[config.mk]
export PLATFORM = sky130hd
export DESIGN_NAME = calc_alu_seq
export DESIGN_NICKNAME = d
export VERILOG_FILES = /design/src/rtl/calc_alu_seq.sv
export SDC_FILE = /design/constraint.sdc
export NUM_CORES = 1
export LEC_CHECK = 0
export BUFFER_PORTS_ARGS = -buffer_cell sky130_fd_sc_hd__buf_2
export CAP_MARGIN = 10
export CORE_ASPECT_RATIO = 1.5
export CORE_UTILIZATION = 30
export CTS_CLUSTER_DIAMETER = 30
export DETAILED_ROUTE_END_ITERATION = 8
export SLEW_MARGIN = 30
export SYNTH_ARGS = -nofsm -noshare
export SYNTH_HDL_FRONTEND = slang
export SYNTH_SLANG_ARGS = --single-unit
[constraint.sdc]
create_clock -name clk -period 3.4 [get_ports clk]
set_input_delay 0.17 -clock clk [delete_from_list [all_inputs] [get_ports clk]]
set_output_delay 0.17 -clock clk [all_outputs]
set_load 0.005 [all_outputs]
[src/rtl/calc_alu_seq.sv]
// Multi-cycle add/sub/multiply sequencer built around one shared WIDTH-bit adder.
// Multiply is sign-magnitude shift-add (WIDTH passes) followed by a sign-fix pass.
module calc_alu_seq #(
    parameter int WIDTH = 16
) (
    input  logic             clk,
    input  logic             RST,
    input  logic             start,
    input  logic [2:0]       op,
    input  logic [WIDTH-1:0] op_a,
    input  logic [WIDTH-1:0] op_b,
    output logic             busy,
    output logic             done,
    output logic [WIDTH-1:0] result,
    output logic             overflow
);

    localparam int CW = (WIDTH > 1) ? $clog2(WIDTH) : 1;
    localparam logic [CW-1:0] CNT_LAST = CW'(WIDTH - 1);

    typedef enum logic [2:0] {
        S_IDLE,
        S_ADDSUB,
        S_MUL,
        S_SIGN,
        S_DONE
    } state_t;

    state_t             state_q, state_d;
    logic               sub_q, sub_d;
    logic               neg_q, neg_d;
    logic [WIDTH-1:0]   a_q, a_d;
    logic [WIDTH-1:0]   b_q, b_d;
    logic [WIDTH-1:0]   mcand_q, mcand_d;
    logic [2*WIDTH-1:0] prod_q, prod_d;
    logic [CW-1:0]      cnt_q, cnt_d;
    logic [WIDTH-1:0]   result_q, result_d;
    logic               ovf_q, ovf_d;

    logic [WIDTH-1:0]   add_x, add_y;
    logic               add_cin;
    logic [WIDTH:0]     add_sum;
    logic               op_onehot;
    logic [WIDTH-1:0]   mag_a, mag_b;

    assign add_sum   = {1'b0, add_x} + {1'b0, add_y} + {{WIDTH{1'b0}}, add_cin};
    assign op_onehot = (op == 3'b001) || (op == 3'b010) || (op == 3'b100);
    assign mag_a     = op_a[WIDTH-1] ? (~op_a + WIDTH'(1)) : op_a;
    assign mag_b     = op_b[WIDTH-1] ? (~op_b + WIDTH'(1)) : op_b;

    always_comb begin
        add_x   = '0;
        add_y   = '0;
        add_cin = 1'b0;
        case (state_q)
            S_ADDSUB: begin
                add_x   = a_q;
                add_y   = sub_q ? ~b_q : b_q;
                add_cin = sub_q;
            end
            S_MUL: begin
                add_x = prod_q[2*WIDTH-1:WIDTH];
                add_y = mcand_q;
            end
            S_SIGN: begin
                add_x   = ~prod_q[WIDTH-1:0];
                add_cin = 1'b1;
            end
            default: ;
        endcase
    end

    always_comb begin
        state_d  = state_q;
        sub_d    = sub_q;
        neg_d    = neg_q;
        a_d      = a_q;
        b_d      = b_q;
        mcand_d  = mcand_q;
        prod_d   = prod_q;
        cnt_d    = cnt_q;
        result_d = result_q;
        ovf_d    = ovf_q;
        case (state_q)
            S_IDLE: begin
                if (start && op_onehot) begin
                    a_d     = op_a;
                    b_d     = op_b;
                    sub_d   = op[1];
                    neg_d   = op_a[WIDTH-1] ^ op_b[WIDTH-1];
                    mcand_d = mag_a;
                    prod_d  = {{WIDTH{1'b0}}, mag_b};
                    cnt_d   = '0;
                    state_d = op[2] ? S_MUL : S_ADDSUB;
                end
            end
            S_ADDSUB: begin
                result_d = add_sum[WIDTH-1:0];
                if (sub_q)
                    ovf_d = (a_q[WIDTH-1] != b_q[WIDTH-1]) && (add_sum[WIDTH-1] != a_q[WIDTH-1]);
                else
                    ovf_d = (a_q[WIDTH-1] == b_q[WIDTH-1]) && (add_sum[WIDTH-1] != a_q[WIDTH-1]);
                state_d = S_DONE;
            end
            S_MUL: begin
                // Multiplier sits in the low half; the adder carry becomes the new top bit.
                if (prod_q[0])
                    prod_d = {add_sum, prod_q[WIDTH-1:1]};
                else
                    prod_d = {1'b0, prod_q[2*WIDTH-1:1]};
                cnt_d = cnt_q + CW'(1);
                if (cnt_q == CNT_LAST)
                    state_d = S_SIGN;
            end
            S_SIGN: begin
                result_d = neg_q ? add_sum[WIDTH-1:0] : prod_q[WIDTH-1:0];
                // Magnitude fits iff < 2^(W-1), or == 2^(W-1) when the result is negative.
                ovf_d = (|prod_q[2*WIDTH-1:WIDTH]) ||
                        (prod_q[WIDTH-1] && (!neg_q || (|prod_q[WIDTH-2:0])));
                state_d = S_DONE;
            end
            S_DONE: state_d = S_IDLE;
            default: state_d = S_IDLE;
        endcase
    end

    always_ff @(posedge clk) begin
        if (RST) begin
            state_q  <= S_IDLE;
            sub_q    <= 1'b0;
            neg_q    <= 1'b0;
            a_q      <= '0;
            b_q      <= '0;
            mcand_q  <= '0;
            prod_q   <= '0;
            cnt_q    <= '0;
            result_q <= '0;
            ovf_q    <= 1'b0;
        end else begin
            state_q  <= state_d;
            sub_q    <= sub_d;
            neg_q    <= neg_d;
            a_q      <= a_d;
            b_q      <= b_d;
            mcand_q  <= mcand_d;
            prod_q   <= prod_d;
            cnt_q    <= cnt_d;
            result_q <= result_d;
            ovf_q    <= ovf_d;
        end
    end

    assign busy     = (state_q != S_IDLE);
    assign done     = (state_q == S_DONE);
    assign result   = result_q;
    assign overflow = ovf_q;

endmodule
Word level (Yosys, flattened, before mapping):

Index checks and enable logic that the tools add are counted.

* flip-flop bits (word level): 106
* input port bits: 38
* output and inout port bits: 19
* logic and storage cells: 71

* add/sub/neg operators: 5
* equality and inequality tests: 13
* mux-type cells: 19
* bitwise gates (word level): 5
* reduce and logical (&&, ||, !) cells: 19

Operators with widths (number)
* $mux 16: 4
* $mux 32: 2
* $not 16->16: 4
* $pmux 16 s2: 2
* $pmux 32 s2: 1
* $pmux 16 s3: 1
* $add 16x1->16 const B: 2
* $add 16x16->17: 1
* $add 17x1->17: 1
* $reduce_or 16->1: 1
* $reduce_or 15->1: 1
* $eq 3x2->1 const B: 3
* $pmux 3 s3: 1
* $pmux 4 s2: 1
* $eq 3x1->1 const B: 2
* $eq 3x3->1 const B: 2
* $mux 3: 2
* $reduce_and 2->1: 3
* $add 4x1->4 const B: 1
* $eq 4x4->1 const B: 1
* $logic_and 1x1->1: 4
* $logic_or 1x1->1: 4
* $mux 4: 1
* $ne 2x2->1 const B: 2
* 11 further kinds: 14

Logic depth before layout (Yosys ltp):

* depth in word-level cells: 9
* gate-level depth with buffers: 15
* depth with buffers taken out: 13

Worst setup path after synthesis:

No wires, ideal clock.

* kind: register to register
* start point: reg state_q[1]
* end point: reg result_q[12], in the netlist result[12]
* library setup time: 0.124 ns
* arrival time: 3.432 ns
* required time: 3.276 ns
* setup slack: -0.156 ns
* stages on the path, launching flop included: 16
* path buffers: 3
* period minus slack after synthesis: 3.556 ns
* cells stage by stage: dfxtp_1 -> clkbuf_1 -> inv_1 -> nor3_1 -> clkbuf_1 -> clkbuf_1 -> a22oi_1 -> fa_1 -> inv_1 -> fa_1 -> a21oi_1 -> o211a_1 -> or4_1 -> a32oi_1 -> xnor2_1 -> o21ai_0

* cells in the longest elaborated chain, start to end: 6

Ends and longest elaborated chain
* start: declaration: RTL line 29 `state_t state_q, state_d;`
* start signal: assignment: RTL line 140 `state_q <= state_d;`
* $eq 3x2->1, or another cell as far along: RTL line 55, 84
* $pmux 16 s3 / $pmux 16 s2 (equally long branches): RTL line 55 `case (state_q)`
* $add 16x16->17: RTL line 46 `assign add_sum = {1'b0, add_x} + {1'b0, add_y} + {{WIDTH{1'b0}}, add_cin};`
* $add 17x1->17: RTL line 46
* $mux 16: RTL line 116 `result_d = neg_q ? add_sum[WIDTH-1:0] : prod_q[WIDTH-1:0];`
* $pmux 16 s2: RTL line 84 `case (state_q)`
* end signal: assignment: RTL line 148 `result_q <= result_d;`
* end: declaration: RTL line 37 `logic [WIDTH-1:0] result_q, result_d;`

Parallel ways exist; a longest one is shown, timed or not.
A chain may end at the register's enable or synchronous reset.

Worst setup path in the final report:

Same ends and word-level chain as after synthesis.

==> metrics <==
commonest non-fill, non-tap cell in the layout=nand2_1; synth unique cells=60; fin area=0.007201 sq mm; skew final=10.49 ps; initial antenna violation count=0; total global routing overflow=0; # setup viols final=0; most frequent cells in the layout=120 x nand2_1, 104 x dfxtp_1, 74 x a21oi_1; global-route wire length before repair=32,600 microns; CTS tree=yes; end of the worst register-to-register path=result[12]; Post-synth EDFFs=0; RSZ-0062 raised after global routing=no; Tmin final=3208 ps; placed instance count=1,093; post-DR vias/cell=5.425; async set-or-reset flop fraction in the synthesized netlist=0; crit share post-route=0.9435; area of placed instances=~0.007 sq mm; RD Place Congestion=between 1 and 1.5; die area=0.02134 sq mm; R2R depth=12; FF+latch count, synth=roughly 110; status=finished, final reports clean; Worst setup endpoint=result[12]; P per Cell Area=387.8 mW/mm^2; top_reg_cell synth=dfxtp_1; vias in the first global route=5,864; ANT cells=0; setup bufs post-CTS=0; Via Count=6,022; setup slack, reg-to-reg=190 ps; Post-CTS Hold Fix Bufs=0; Fin. Hold Viols=0; I/O Buffers=56; Syn Inst Count=797; area delta synth->final=15.70%; WP data arrival=between 3000 and 4000 ps; Mapped Avg Cell Area=7.809 sq um; row count=64; CP Class=register to register; wire length per cell=18.57 microns; maxcap violations=0; CTS max path bufs=2; Sink Count=105; cts bufs inserted=9; post-detail-place hpwl=about 16,000 microns; relative slew slack=0.5649; drt drc=0; Seq/Total Area, Yosys=0.3378; hold crit path type=input pin to register; Starting Density=0.3060; pin count of the biggest net entering global routing=86; GRT Overall Usage=0.1986; Synth warnings=0; later-pin clock latency in the skew report=360 ps; CP endpoint kind=register; syn_nets=about 860; layout cells sized above 1=0.1395; R2R Path Start=state_q[1]; Max IR drop VDD=0.2201 mV; Final Max Tran Viols=0; Final Net Count=899; setup TNS=0 ps; f_max=slightly above 0.3 GHz; H-tree depth=3; final non-filler cell total=1,110; critical path launch point type=register; mapped cell area=0.006223 sq mm; die height=178.4 microns; Root Driver=clkbuf_16; # IOs=57; Power Total=approximately 0.0028 W; drt initial violations=470; clock-pin transition on the worst setup and hold timing paths=80 ps; Die Wd=119.6 microns; Max FO, Critical Path=6; Final ANT Viol Nets=0; actual slew at the worst max-slew pin=652.6 ps; Req. time, crit path=3640 ps; Critical Path Source=state_q[1]; drt first pass iters=5; Post-Route WL=between 20,000 and 25,000 microns; core region area=0.02034 sq mm; P_leak=2.800 nW
## flip-flops by register name, summed over array words and instances (netlist names)
signal	count
neg_q	1
state_q	3
cnt_q	4
sub_q	1
mcand_q	15
b_q	16
prod_q	32
a_q	16
result	16
overflow	1
## routing by layer
metal / wire length (microns) / global-route usage / up-vias
met2: 10110 / 0.3408 / 189
li1: - / - / 2958
met4: 1180 / 0.1250 / 0
met3: 978 / 0.02653 / 50
met1: 8348 / 0.2321 / 2825
met5: 0 / 0 / -
## synthesized netlist by cell type (all sizes together) (15+ instances only)
master	n	share of area
a22o	15	0.021
nor2	65	0.039
nand3	18	0.014
a21oi	74	0.060
clkbuf	45	0.027
dfxtp	105	0.34
inv	30	0.018
nand2	120	0.072
a22oi	30	0.036
mux2i	22	0.035
o21ai	37	0.030
xor2	36	0.051
ha	18	0.036
xnor2	16	0.023
## per-stage QoR
step / hold WS, ps / setup slack [ps] / utilization
floorplan: 306.0 / 21.80 / -
global placement: 439.3 / 297.5 / 0.3374
detailed placement: 449.4 / 211.6 / 0.3374
CTS: 67.08 / 184.8 / 0.3520
global route: 87.65 / 1.174 / 0.3540
finish: 71.10 / 192.1 / 0.3540
## cells by family (layout without fill, tap and decap cells)
| family | after synthesis | in the layout | share of synthesized area |
|---|---|---|---|
| mux | 25 | 25 | 0.04081 |
| flops | 105 | 105 | 0.3378 |
| simple gates | 271 | 271 | 0.2020 |
| fa+ha+maj | 20 | 20 | 0.04262 |
| buf+inv | 82 | 131 | 0.04966 |
| xor+xnor | 52 | 52 | 0.07318 |
| compound gates | 242 | 242 | 0.2539 |
## power by group
group / internal [W] / switching (W)
clock network: 0.000536 / 0.000521
registers: 0.00129 / 0.0000515
logic: 0.000145 / 0.000253
## worst max-delay path: stages (launching register included)
cell	delay (ps)
dfxtp_1	380
nor2b_1	170
a22oi_1	100
or2_2	300
fa_1	470
inv_1	90
fa_1	200
a21oi_1	110
o211a_1	310
or4_4	440
a32oi_1	240
xnor2_1	170
o21ai_0	110
## worst min path at each step
stage | cells past startpoint | slack (ps) | to | from
floorplan | 2 | 310 | a_q[10] | op_a[10]
global placement | 3 | 440 | sub_q | op[1]
detailed placement | 3 | 450 | b_q[3] | op_b[3]
CTS | 3 | 70 | b_q[3] | op_b[3]
global route | 3 | 90 | a_q[13] | op_a[13]
finish | 3 | 70 | b_q[3] | op_b[3]
## final cells by class
type / count / area [sq um]
clock buffers: 10 / 239.0
flip-flops and latches: 105 / 2103
repair buffers: 85 / 518.0
clock inverters: 6 / 57.56
fillers: 2188 / 13140
inverters: 30 / 112.6
well taps: 264 / 330.3
multi-input cells: 610 / 3840
## timing repair
| item | 4_1_cts | 5_1_grt |
|---|---|---|
| resized for setup | 0 | 5 |
| endpoints found under the setup margin | 0 | 12 |
| endpoints found under the hold margin | 0 | 0 |
(Power assumes the default switching activity.)
